$ cat src/rtl/csa_seq_adder_if.sv
// Operand/result handshake bundle for csa_seq_adder.
// master = producer/consumer side, slave = the sequencer.
interface csa_seq_adder_if #(
    parameter int unsigned WIDTH = 16
);
    logic             in_valid;
    logic             in_ready;
    logic [WIDTH-1:0] op_a;
    logic [WIDTH-1:0] op_b;
    logic             op_sub;
    logic             cin;
    logic             out_valid;
    logic             out_ready;
    logic [WIDTH-1:0] result;
    logic             cout;
    logic             busy;

    modport master (
        output in_valid, op_a, op_b, op_sub, cin, out_ready,
        input  in_ready, out_valid, result, cout, busy
    );

    modport slave (
        input  in_valid, op_a, op_b, op_sub, cin, out_ready,
        output in_ready, out_valid, result, cout, busy
    );
endinterface

$ cat src/rtl/csa_seq_adder.sv
// Multi-precision add/subtract: one 4-bit carry-select adder reused per nibble,
// LS nibble first, carry chained through a register.
module csa_seq_adder #(
    parameter int unsigned WIDTH = 16
) (
    input logic            clk,
    input logic            rst,
    csa_seq_adder_if.slave bus
);
    localparam int unsigned NIB  = WIDTH / 4;
    localparam int unsigned IDXW = (NIB > 1) ? $clog2(NIB) : 1;

    typedef enum logic [1:0] {StIdle, StRun, StDone} state_e;

    state_e            state_q, state_d;
    logic [WIDTH-1:0]  a_q, b_q, res_q;
    logic              carry_q, cout_q;
    logic [IDXW-1:0]   idx_q;
    logic              last;

    logic [3:0] csa_a, csa_b, csa_sum;
    logic       csa_co;
    logic [2:0] lo, hi0, hi1;

    assign last  = (idx_q == IDXW'(NIB - 1));
    assign csa_a = a_q[{idx_q, 2'b00} +: 4];
    assign csa_b = b_q[{idx_q, 2'b00} +: 4];

    // Carry-select nibble adder: upper half precomputed for both carries, picked by lower carry
    always_comb begin
        lo      = {1'b0, csa_a[1:0]} + {1'b0, csa_b[1:0]} + {2'b00, carry_q};
        hi0     = {1'b0, csa_a[3:2]} + {1'b0, csa_b[3:2]};
        hi1     = {1'b0, csa_a[3:2]} + {1'b0, csa_b[3:2]} + 3'd1;
        csa_sum = {(lo[2] ? hi1[1:0] : hi0[1:0]), lo[1:0]};
        csa_co  = lo[2] ? hi1[2] : hi0[2];
    end

    always_ff @(posedge clk or posedge rst) begin
        if (rst) begin
            state_q <= StIdle;
        end else begin
            state_q <= state_d;
        end
    end

    always_comb begin
        state_d = state_q;
        unique case (state_q)
            StIdle:  if (bus.in_valid)  state_d = StRun;
            StRun:   if (last)          state_d = StDone;
            StDone:  if (bus.out_ready) state_d = StIdle;
            default:                    state_d = StIdle;
        endcase
    end

    always_ff @(posedge clk or posedge rst) begin
        if (rst) begin
            a_q     <= '0;
            b_q     <= '0;
            res_q   <= '0;
            carry_q <= 1'b0;
            cout_q  <= 1'b0;
            idx_q   <= '0;
        end else begin
            case (state_q)
                StIdle: begin
                    if (bus.in_valid) begin
                        a_q     <= bus.op_a;
                        // Subtract as A + ~B + 1
                        b_q     <= bus.op_sub ? ~bus.op_b : bus.op_b;
                        carry_q <= bus.op_sub ? 1'b1 : bus.cin;
                        idx_q   <= '0;
                        res_q   <= '0;
                        cout_q  <= 1'b0;
                    end
                end
                StRun: begin
                    res_q[{idx_q, 2'b00} +: 4] <= csa_sum;
                    carry_q                    <= csa_co;
                    if (last) begin
                        cout_q <= csa_co;
                    end else begin
                        idx_q <= idx_q + 1'b1;
                    end
                end
                default: ;
            endcase
        end
    end

    assign bus.in_ready  = (state_q == StIdle) && !rst;
    assign bus.out_valid = (state_q == StDone);
    assign bus.busy      = (state_q != StIdle);
    assign bus.result    = res_q;
    assign bus.cout      = cout_q;
endmodule
$ cat src/flat_wrapper.sv
// flat-port wrapper written by rule: the top's interface ports become plain ports
module csa_seq_adder_flat 
#(
    parameter int unsigned WIDTH = 16
)
  (clk, rst, bus_in_valid, bus_op_a, bus_op_b, bus_op_sub, bus_cin, bus_out_ready, bus_in_ready, bus_out_valid, bus_result, bus_cout, bus_busy);
  csa_seq_adder_if #(.WIDTH(WIDTH)) bus_i ();
  input logic clk;
  input logic rst;
  input wire logic [$bits(bus_i.in_valid)-1:0] bus_in_valid;
  input wire logic [$bits(bus_i.op_a)-1:0] bus_op_a;
  input wire logic [$bits(bus_i.op_b)-1:0] bus_op_b;
  input wire logic [$bits(bus_i.op_sub)-1:0] bus_op_sub;
  input wire logic [$bits(bus_i.cin)-1:0] bus_cin;
  input wire logic [$bits(bus_i.out_ready)-1:0] bus_out_ready;
  output wire logic [$bits(bus_i.in_ready)-1:0] bus_in_ready;
  output wire logic [$bits(bus_i.out_valid)-1:0] bus_out_valid;
  output wire logic [$bits(bus_i.result)-1:0] bus_result;
  output wire logic [$bits(bus_i.cout)-1:0] bus_cout;
  output wire logic [$bits(bus_i.busy)-1:0] bus_busy;
  assign bus_i.in_valid = bus_in_valid;
  assign bus_i.op_a = bus_op_a;
  assign bus_i.op_b = bus_op_b;
  assign bus_i.op_sub = bus_op_sub;
  assign bus_i.cin = bus_cin;
  assign bus_i.out_ready = bus_out_ready;
  assign bus_in_ready = bus_i.in_ready;
  assign bus_out_valid = bus_i.out_valid;
  assign bus_result = bus_i.result;
  assign bus_cout = bus_i.cout;
  assign bus_busy = bus_i.busy;
  csa_seq_adder #(.WIDTH(WIDTH)) u_core (.clk(clk), .rst(rst), .bus(bus_i));
endmodule
$ cat config.mk
export PLATFORM = sky130hd
export DESIGN_NAME = csa_seq_adder_flat
export DESIGN_NICKNAME = d
export VERILOG_FILES = /design/src/rtl/csa_seq_adder_if.sv /design/src/rtl/csa_seq_adder.sv /design/src/flat_wrapper.sv
export SDC_FILE = /design/constraint.sdc
export NUM_CORES = 1
export LEC_CHECK = 0
export CORE_MARGIN = 2
export CORE_UTILIZATION = 40
export DETAILED_ROUTE_END_ITERATION = 16
export GPL_ROUTABILITY_DRIVEN = 0
export PLACE_DENSITY = 0.68
export SYNTH_ARGS = -nofsm -noshare
export SYNTH_HDL_FRONTEND = slang
export SYNTH_SLANG_ARGS = --single-unit
$ cat constraint.sdc
create_clock -name clk -period 2.8 [get_ports clk]
set_clock_uncertainty 0.15 [all_clocks]
set_input_delay 0.28 -clock clk [delete_from_list [all_inputs] [get_ports clk]]
set_output_delay 0.28 -clock clk [all_outputs]
set_load 0.01 [all_outputs]
==> impl_metrics.py, run 1 <==
metrics = {
    "clock_network": {
        "clock_buffer_depth": 2,
        "worstSkewPairLatency_ps": 310,
        "tritoncts.num_buffers": 5,
        "cts_num_sinks": 54,
        "cts_root_buf": "sky130_fd_sc_hd__clkbuf_8",
        "htree_num_levels": 2,
        "clk_transition_reported_paths_ps": 90,
        "cts_tree": "done",
        "cts_hold_buffers": 0,
    },
    "worst_hold_path": {
        "worstHoldPathType": "primary input to async pin",
    },
    "placed_design": {
        "post-dp-hpwl_mm": 3.70,
        "numPlacedInstances": 339,
        "io_buffer_count": 57,
    },
    "finish": {
        "area_occupied_by_multi_input_gates_mm2": 0.00119,
        "antennaDiodeCount": 0,
        "regArea_mm2": 0.00135,
        "design.final.nets": 320,
        "finalNonFillerCells": 351,
        "highest_count_cells_in_the_layout_ignoring_fill_and_taps": "sky130_fd_sc_hd__clkdlybuf4s50_1, sky130_fd_sc_hd__dfrtp_1, sky130_fd_sc_hd__xnor2_1, sky130_fd_sc_hd__nor2_1, sky130_fd_sc_hd__mux2_2",
        "synthToLayoutAreaGrowth_pct": 29.0,
        "num-fill-cells": 579,
        "layout_commonest_cell": "sky130_fd_sc_hd__clkdlybuf4s50_1",
        "layout-drive-gt1-share_pct": 19.7,
    },
    "global_route": {
        "grt.met1_usage_pct": 20.8,
        "grt_util_met3_pct": 3.46,
        "grt_antenna_before_repair": 0,
        "first_pass_grt_wire_length_mm": 8.75,
        "track_usage_pct": 15.3,
        "top_usage_layer": "met2",
        "number_of_global_route_vias_before_repair": 1848,
        "globalRouteMet2Util_pct": 24.1,
        "grt_start_max_net_pins": 52,
        "grt-ovfl-total": 0,
    },
    "setup_path": {
        "critPathRequiredTime_ps": 2860,
        "startpoint_type": "flip-flop",
        "timing.critical_path.arrival_ps": 2740,
        "critical_path_s_top_delay_family": "multiplexers",
        "critical_path.max_stage_delay_ps": 520,
        "category_of_the_worst_setup_path_capture_point": "flip-flop",
        "criticalPathCategory": "flip-flop to flip-flop",
        "crit_slowest_cell": "sky130_fd_sc_hd__mux4_2",
        "timing.critical_path.cells": "buf_4 > mux4_2 > fa_1 > inv_1 > fa_1 > mux2_4 > a22o_1",
        "cp_common_cell": "sky130_fd_sc_hd__fa_1",
        "worstPathBufferInverterCount": 2,
        "crit_path_max_fanout": 9,
    },
    "die": {
        "rows": 29,
        "die_h_um": 85.6,
        "design.core.area_mm2": 0.00639,
        "num_io_pins": 58,
        "die_width_um": 85.6,
        "initial_cell_density_of_the_core_pct": 41.8,
        "design.die.area_mm2": 0.00734,
    },
    "synth": {
        "count_of_flip_flops_with_a_built_in_enable_after_synthesis": 0,
        "synth-simple-area-share_pct": 8.59,
        "syn_nets": 257,
        "synth_mux_area_share_pct": 14.4,
        "average_instance_area_after_synthesis_um2": 12.7,
        "synth_top_family_by_area": "multiplexers",
        "yosys.area_share.adder_pct": 5.07,
        "xor_and_xnor_fraction_of_the_mapped_netlist_area_pct": 5.91,
        "synth_seq_cells": 54,
        "postSynth.topFlopCell": "sky130_fd_sc_hd__dfrtp_1",
        "synth_top_area_cell": "sky130_fd_sc_hd__dfrtp_1",
        "synthDistinctLibCells": 31,
        "mappedNetlistArea_mm2": 0.00267,
        "compound_gate_fraction_of_synth_area_pct": 10.6,
        "post_synth_main_area_contributors": "sky130_fd_sc_hd__dfrtp_1, sky130_fd_sc_hd__mux2_2, sky130_fd_sc_hd__mux4_2",
        "synthesis.yosys.warnings": 0,
        "yosysSeqAreaShare_pct": 50.7,
        "synth_top_area_share_pct": 50.7,
        "async_reset_ff_share_pct": 100,
        "post_synth_inst_count": 210,
    },
    "pwr": {
        "ir_worst_vdd_uv": 701,
        "total_leakage_power_nw": 1.44,
        "power-per-cell-area_mw_per_mm2": 1240,
        "power.total_w": 0.00426,
    },
    "routing": {
        "route.detailed.vias_per_inst": 5.05,
        "routed_wl_mm": 5.07,
        "post_detailed_route_wirelength_per_cell_um": 14.5,
        "drc_errors": 0,
        "ant_nets": 0,
        "routed-via-count": 1771,
        "detail_route.first_pass.iterations": 4,
        "drt_iter0_drc": 76,
    },
    "sta": {
        "worst_slew_pin_slew_ps": 693,
        "finalCriticalPeriod_ps": 2680,
        "finalSetupViolations": 0,
        "rel_slew_slack_pct": 53.7,
        "worst_hold_slack_ps": 266,
        "final.period_utilization_pct": 95.6,
        "slew_viol_final": 0,
        "fin_tns_setup_ps": 0,
        "hold_viol_final": 0,
        "maxClockFrequency_ghz": 0.374,
        "rsz0062_at_grt": "false",
    },
    "run": {
        "maxCapViolations": 0,
    },
    "status": {
        "status": "finished clean",
    },
}
[synth_stat cells (all sizes together) (4+ instances only)]
| master | n |
|---|---|
| dfrtp | 54 |
| mux2 | 18 |
| nor2 | 18 |
| xnor2 | 18 |
| a21oi | 16 |
| a22o | 12 |
| inv | 12 |
| buf | 10 |
| mux4 | 8 |
| nand2 | 7 |
| ha | 6 |
| o2bb2ai | 5 |
| a21o | 4 |
[sequential cells by signal, summed over array words and instances, names as in the netlist]
register / flops
u_core.a_q: 16
u_core.b_q: 16
u_core.bus.result: 16
u_core.idx_q: 2
u_core.state_q: 2
u_core.bus.cout: 1
u_core.carry_q: 1
[power breakdown]
group | total, W | internal (W) | switching, W
registers | 0.00139 | 0.00114 | 0.000255
clock network | 0.000462 | 0.000199 | 0.000262
logic | 0.00240 | 0.00126 | 0.00114
[timing repair]
| action | CTS | global route |
|---|---|---|
| endpoints found under the setup margin | 1 | 3 |
| gates resized for setup | 0 | 2 |
| setup buffers | 4 | 0 |
| pin swaps | 0 | 0 |
[final timing paths]
path	start	to	slack, ps	depth (start not counted)
worst max register to register	u_core.idx_q[0]	u_core.bus.result[3]	120	7
max in group asynchronous	rst	u_core.a_q[1]	1600	3
worst min register to register	u_core.bus.result[12]	u_core.bus.result[12]	350	1
min in group clk	u_core.bus.result[12]	u_core.bus.result[12]	350	1
worst min-delay path	rst	u_core.b_q[0]	270	2
worst max-delay path	u_core.idx_q[0]	u_core.bus.result[3]	120	7
[routing by layer]
layer / routed length (um) / part of all wire [%] / vias up
li1: - / - / 857
met1: 2360 / 46 / 849
met4: 82 / 1.6 / 0
met5: 0 / 0 / -
met3: 283 / 5.6 / 8
met2: 2350 / 46 / 57
[worst reg2reg max path: cells and delay by family (launching register included)]
kind / cells / cell delay, ps
compound gates: 1 / 210
fa+ha+maj: 2 / 600
mux: 2 / 870
flops: 1 / 460
buf+inv: 2 / 280
[cell type report]
cell class	instances	area share, %
sequential	54	39.3
multi-input combinational	133	34.7
timing repair buffer	67	19.1
tap	77	2.80
clock buffer	6	2.40
inverter	12	1.31
clock inverter	2	0.364
[metrics by stage]
step	util [%]	setup slack [ps]	area [um^2]
final	53.9	124	3440
after global routing	53.9	1.86	3440
after CTS	53.8	74.8	3430
after detailed placement	51.8	8.19	3310
after global placement	51.8	43.3	3310
after floorplan	-	47.7	2670
[cell families after synthesis]
family / count (synthesis)
multiplexers: 26
adder cells (fa/ha/maj): 9
XOR/XNOR: 18
flip-flops: 54
AND/OR/NAND/NOR: 40
AO/OA/AOI/OAI: 40
buffers and inverters: 23
Note: power is estimated with default switching activity, not from simulation.
==> inputs of run 2 (changes only) <==
Settings changed: CTS_BUF_LIST set to sky130_fd_sc_hd__clkbuf_16.
==> impl_metrics.py, run 2 (synthesis gave the netlist of run 1 again) <==
metrics = {
    "finish": {
        "regArea_mm2": 0.00135,
        "num-fill-cells": 574,
        "synthToLayoutAreaGrowth_pct": 30.7,
        "layout-drive-gt1-share_pct": 19.3,
        "layout_commonest_cell": "sky130_fd_sc_hd__clkdlybuf4s50_1",
        "area_occupied_by_multi_input_gates_mm2": 0.00119,
        "antennaDiodeCount": 0,
        "finalNonFillerCells": 351,
        "highest_count_cells_in_the_layout_ignoring_fill_and_taps": "sky130_fd_sc_hd__clkdlybuf4s50_1, sky130_fd_sc_hd__dfrtp_1, sky130_fd_sc_hd__xnor2_1, sky130_fd_sc_hd__nor2_1, sky130_fd_sc_hd__mux2_2",
        "design.final.nets": 320,
        "finish.utilization_pct": 54.6,
        "final_design_area_no_fill_mm2": 0.00349,
    },
    "sta": {
        "finalCriticalPeriod_ps": 2690,
        "maxClockFrequency_ghz": 0.372,
        "hold_viol_final": 0,
        "slew_viol_final": 0,
        "fin_tns_setup_ps": 0,
        "finalSetupViolations": 0,
        "rel_slew_slack_pct": 54.0,
        "worst_hold_slack_ps": 292,
        "final.period_utilization_pct": 96.0,
        "worst_slew_pin_slew_ps": 688,
    },
    "clock_network": {
        "cts_num_sinks": 54,
        "htree_num_levels": 2,
        "cts_tree": "done",
        "tritoncts.num_buffers": 5,
        "worstSkewPairLatency_ps": 290,
        "clk_transition_reported_paths_ps": 70,
        "clock_buffer_depth": 2,
        "cts_root_buf": "sky130_fd_sc_hd__clkbuf_16",
    },
    "pwr": {
        "share_comb_of_total_power_pct": 54.7,
        "seqPwrFrac_pct": 31.7,
        "ir_worst_vdd_uv": 665,
        "power-per-cell-area_mw_per_mm2": 1270,
        "switching_share_pct": 38.1,
        "power.share.clock_pct": 13.7,
        "switchingPower_w": 0.00168,
        "total_leakage_power_nw": 1.46,
        "cellInternalPower_w": 0.00274,
    },
    "setup_path": {
        "rr_startpoint": "u_core.idx_q[0]",
        "timing.critical_path.cells": "buf_4 > mux4_2 > fa_1 > inv_1 > fa_1 > mux2_4 > a22o_1",
        "regToRegEndpoint": "u_core.bus.result[3]",
        "crit_slowest_cell": "sky130_fd_sc_hd__mux4_2",
        "category_of_the_worst_setup_path_capture_point": "flip-flop",
        "criticalPathCategory": "flip-flop to flip-flop",
        "critPathRequiredTime_ps": 2840,
        "register_to_register_setup_slack_ps": 110,
        "timing.critical_path.arrival_ps": 2720,
        "critical_path.max_stage_delay_ps": 520,
        "cp_common_cell": "sky130_fd_sc_hd__fa_1",
        "startpoint_type": "flip-flop",
        "reg2regPathDepth": 7,
        "crit_path_max_fanout": 9,
    },
    "routing": {
        "routed-via-count": 1774,
        "ant_nets": 0,
        "routed_wl_mm": 5.09,
        "drc_errors": 0,
        "detail_route.first_pass.iterations": 4,
        "drt_iter0_drc": 55,
        "route.detailed.vias_per_inst": 5.05,
        "post_detailed_route_wirelength_per_cell_um": 14.5,
    },
    "global_route": {
        "grt_antenna_before_repair": 0,
        "grt_start_max_net_pins": 52,
        "grt-ovfl-total": 0,
        "number_of_global_route_vias_before_repair": 1828,
        "first_pass_grt_wire_length_mm": 8.62,
        "track_usage_pct": 15.0,
    },
    "die": {
        "rows": 29,
        "die_h_um": 85.6,
        "design.die.area_mm2": 0.00734,
        "design.core.area_mm2": 0.00639,
        "num_io_pins": 58,
        "die_width_um": 85.6,
        "initial_cell_density_of_the_core_pct": 41.8,
    },
    "run": {
        "maxCapViolations": 0,
    },
    "placed_design": {
        "numPlacedInstances": 339,
        "io_buffer_count": 57,
        "placed_cell_area_mm2": 0.00331,
        "post-dp-hpwl_mm": 3.70,
    },
    "worst_hold_path": {
        "worstHoldPathType": "primary input to async pin",
    },
    "status": {
        "status": "finished clean",
    },
}
run 2: cell types whose count changed in the layout (fill, tap and decap cells not counted):
| cell | before | now |
|---|---|---|
| sky130_fd_sc_hd__clkbuf_8 | 6 | 0 |
| sky130_fd_sc_hd__clkinv_1 | 0 | 1 |
| sky130_fd_sc_hd__clkbuf_16 | 0 | 5 |
run 2: routing by layer:
layer,up-vias,track usage [%],part of all wire [%]
li1,857,-,-
met1,857,20.6,47
met2,56,23.9,47
met3,4,3.46,5.5
met4,0,4.04,0.77
met5,-,0,0
run 2: per-stage QoR:
| step | worst slack, ps | power, W |
|---|---|---|
| detailed placement | 8.19 | 0.00373 |
| CTS | 72.5 | 0.00439 |
| finish | 113 | 0.00442 |
| global route | -7.00 | 0.00479 |
| global placement | 43.3 | 0.00369 |
| floorplan | 47.7 | 0.00304 |
run 2: power by group through the flow:
stage	clock network (W)	logic, W	registers, W
floorplan	0	0.00170	0.00135
global placement	0	0.00227	0.00142
detailed placement	0	0.00231	0.00142
CTS	0.000617	0.00238	0.00140
global route	0.000648	0.00268	0.00145
finish	0.000604	0.00241	0.00140
run 2: worst max-delay path by stage:
| stage | from | to | slack, ps |
|---|---|---|---|
| after floorplan | u_core.idx_q[0] | u_core.bus.result[3] | 50 |
| final | u_core.idx_q[0] | u_core.bus.result[3] | 110 |
| after global routing | u_core.idx_q[0] | u_core.bus.result[11] | -7 |
| after detailed placement | u_core.idx_q[0] | u_core.bus.result[3] | 8 |
| after CTS | u_core.idx_q[0] | u_core.bus.result[3] | 70 |
| after global placement | u_core.idx_q[0] | u_core.bus.result[3] | 40 |
run 2: cell type report:
| type | instances | share of cell area [%] |
|---|---|---|
| clock buffer | 5 | 3.59 |
| clock inverter | 3 | 0.467 |
| inverter | 12 | 1.29 |
| multi-input combinational | 133 | 34.2 |
| sequential | 54 | 38.8 |
| tap | 77 | 2.76 |
| timing repair buffer | 67 | 18.9 |
run 2: critical path: cells and delay by family (launching register included):
| kind | cells | cell delay [ps] |
|---|---|---|
| buf+inv | 2 | 280 |
| mux | 2 | 870 |
| fa+ha+maj | 2 | 610 |
| flops | 1 | 450 |
| compound gates | 1 | 210 |
run 2: what timing repair did:
item                       4_1_cts  5_1_grt
hold buffers                     0        0
cloned                           0        0
setup endpoints to repair        1        3
setup buffers                    4        0
gates resized for setup          0        2
==> inputs of run 3 (changes only) <==
Settings changed: GPL_ROUTABILITY_DRIVEN 0 to unset, PLACE_DENSITY 0.68 to 0.78.
==> impl_metrics.py, run 3 (synthesis gave the netlist of run 1 again) <==
metrics = {
    "status": {
        "status": "finished clean",
    },
    "clock_network": {
        "cts_num_sinks": 54,
        "worstSkewPairLatency_ps": 290,
        "clock_buffer_depth": 2,
        "cts_root_buf": "sky130_fd_sc_hd__clkbuf_16",
        "clk_transition_reported_paths_ps": 70,
        "cts_tree": "done",
        "htree_num_levels": 2,
        "cts_hold_buffers": 0,
        "tritoncts.num_buffers": 5,
    },
    "sta": {
        "rel_slew_slack_pct": 62.7,
        "final.period_utilization_pct": 97.3,
        "timing.final.ws_setup_ps": 75.5,
        "hold_viol_final": 0,
        "finalCriticalPeriod_ps": 2720,
        "finalSetupViolations": 0,
        "worst_slew_pin_slew_ps": 559,
        "fin_tns_setup_ps": 0,
        "rsz0062_at_grt": "false",
        "slew_viol_final": 0,
        "maxClockFrequency_ghz": 0.367,
    },
    "pwr": {
        "ir_worst_vdd_uv": 644,
        "power.share.clock_pct": 15.7,
        "seqPwrFrac_pct": 31.5,
        "power-per-cell-area_mw_per_mm2": 1290,
        "switching_share_pct": 37.9,
        "cellInternalPower_w": 0.00281,
        "total_leakage_power_nw": 1.48,
        "power.total_w": 0.00453,
        "share_comb_of_total_power_pct": 52.8,
        "switchingPower_w": 0.00172,
    },
    "routing": {
        "ant_nets": 0,
        "drc_errors": 0,
        "drt_iter0_drc": 112,
        "routed-via-count": 1816,
        "route.detailed.vias_per_inst": 5.16,
        "detail_route.first_pass.iterations": 4,
        "routed_wl_mm": 5.65,
        "post_detailed_route_wirelength_per_cell_um": 16.1,
    },
    "finish": {
        "final_design_area_no_fill_mm2": 0.00352,
        "highest_count_cells_in_the_layout_ignoring_fill_and_taps": "sky130_fd_sc_hd__clkdlybuf4s50_1, sky130_fd_sc_hd__dfrtp_1, sky130_fd_sc_hd__xnor2_1, sky130_fd_sc_hd__mux2_2, sky130_fd_sc_hd__nor2_1",
        "layout_commonest_cell": "sky130_fd_sc_hd__clkdlybuf4s50_1",
        "synthToLayoutAreaGrowth_pct": 31.9,
        "finish.utilization_pct": 55.1,
        "layout-drive-gt1-share_pct": 20.0,
        "antennaDiodeCount": 0,
        "design.final.nets": 321,
    },
    "die": {
        "initial_cell_density_of_the_core_pct": 41.8,
        "rows": 29,
        "die_h_um": 85.6,
        "die_width_um": 85.6,
        "num_io_pins": 58,
        "design.die.area_mm2": 0.00734,
        "design.core.area_mm2": 0.00639,
    },
    "placed_design": {
        "routabilityCongestion": 0.805,
        "detailedPlace.worstSlack_ps": 2.88,
        "io_buffer_count": 57,
        "placed_cell_area_mm2": 0.00330,
        "post-dp-hpwl_mm": 4.15,
    },
    "global_route": {
        "grt-ovfl-total": 0,
        "first_pass_grt_wire_length_mm": 9.32,
        "number_of_global_route_vias_before_repair": 1897,
        "track_usage_pct": 16.5,
        "grt_antenna_before_repair": 0,
        "grt_start_max_net_pins": 32,
    },
    "run": {
        "maxCapViolations": 0,
    },
    "setup_path": {
        "startpoint_type": "flip-flop",
        "critical_path.max_stage_delay_ps": 520,
        "critPathRequiredTime_ps": 2830,
        "criticalPathCategory": "flip-flop to flip-flop",
        "worstPathBufferInverterCount": 0,
        "timing.critical_path.arrival_ps": 2750,
        "cp_common_cell": "sky130_fd_sc_hd__ha_1",
        "category_of_the_worst_setup_path_capture_point": "flip-flop",
        "crit_path_max_fanout": 5,
        "critical_path_s_top_delay_family": "adder cells",
        "timing.critical_path.cells": "mux4_2 > ha_1 > fa_1 > ha_1 > mux2_2 > a22o_1",
        "crit_slowest_cell": "sky130_fd_sc_hd__mux4_2",
    },
    "worst_hold_path": {
        "worstHoldPathType": "primary input to async pin",
    },
}
## run 3: changes by cell type in the layout (fill, tap and decap cells not counted), sizes merged
cell and change:
buf +1, bufinv +1, clkinv -2, inv +1
## run 3: path summary, 6_finish.rpt
path	from	to	slack, ps	cells past startpoint
worst max register to register	u_core.idx_q[0]	u_core.bus.result[7]	80	6
worst max-delay path	u_core.idx_q[0]	u_core.bus.result[7]	80	6
min in group clk	u_core.bus.result[14]	u_core.bus.result[14]	350	1
worst min-delay path	rst	u_core.bus.result[4]	240	2
worst min register to register	u_core.bus.result[14]	u_core.bus.result[14]	350	1
max in group asynchronous	rst	u_core.b_q[8]	1640	3
## run 3: power by group through the flow
stage	Clock (W)	Combinational, W	Sequential [W]
global route	0.000768	0.00266	0.00147
finish	0.000711	0.00239	0.00143
floorplan	0	0.00170	0.00135
global placement	0	0.00221	0.00142
CTS	0.000724	0.00232	0.00143
detailed placement	0	0.00227	0.00144
## run 3: timing repair
action                                  4_1_cts  5_1_grt
resized for setup                             1        2
endpoints found under the setup margin        1        3
buffers inserted                              0        4
## run 3: area by class of cell
| class | count | area [um^2] |
|---|---|---|
| Clock buffer | 5 | 125 |
| Clock inverter | 3 | 48.8 |
| Fill cell | 561 | 2870 |
| Inverter | 12 | 45.0 |
| Multi-Input combinational cell | 133 | 1190 |
| Sequential cell | 54 | 1350 |
| Tap cell | 77 | 96.3 |
| Timing Repair Buffer | 68 | 661 |
## run 3: worst reg2reg max path: stages (launching register included)
cell                      delay, ps
sky130_fd_sc_hd__dfrtp_2        450
sky130_fd_sc_hd__mux4_2         520
sky130_fd_sc_hd__ha_1           220
sky130_fd_sc_hd__fa_1           460
sky130_fd_sc_hd__ha_1           290
sky130_fd_sc_hd__mux2_2         300
sky130_fd_sc_hd__a22o_1         220
## run 3: layer usage
metal	vias up	routed length [um]	track usage (%)
met1	876	2410	21.7
li1	862	-	-
met5	-	0	0
met2	63	2770	25.8
met4	0	170	8.08
met3	15	309	3.95
## run 3: stage by stage
step / cells / hold slack [ps]
final: 352 / 242
after global routing: 352 / 295
after CTS: 348 / 263
after detailed placement: 340 / 336
after global placement: 340 / 337
after floorplan: 210 / 238
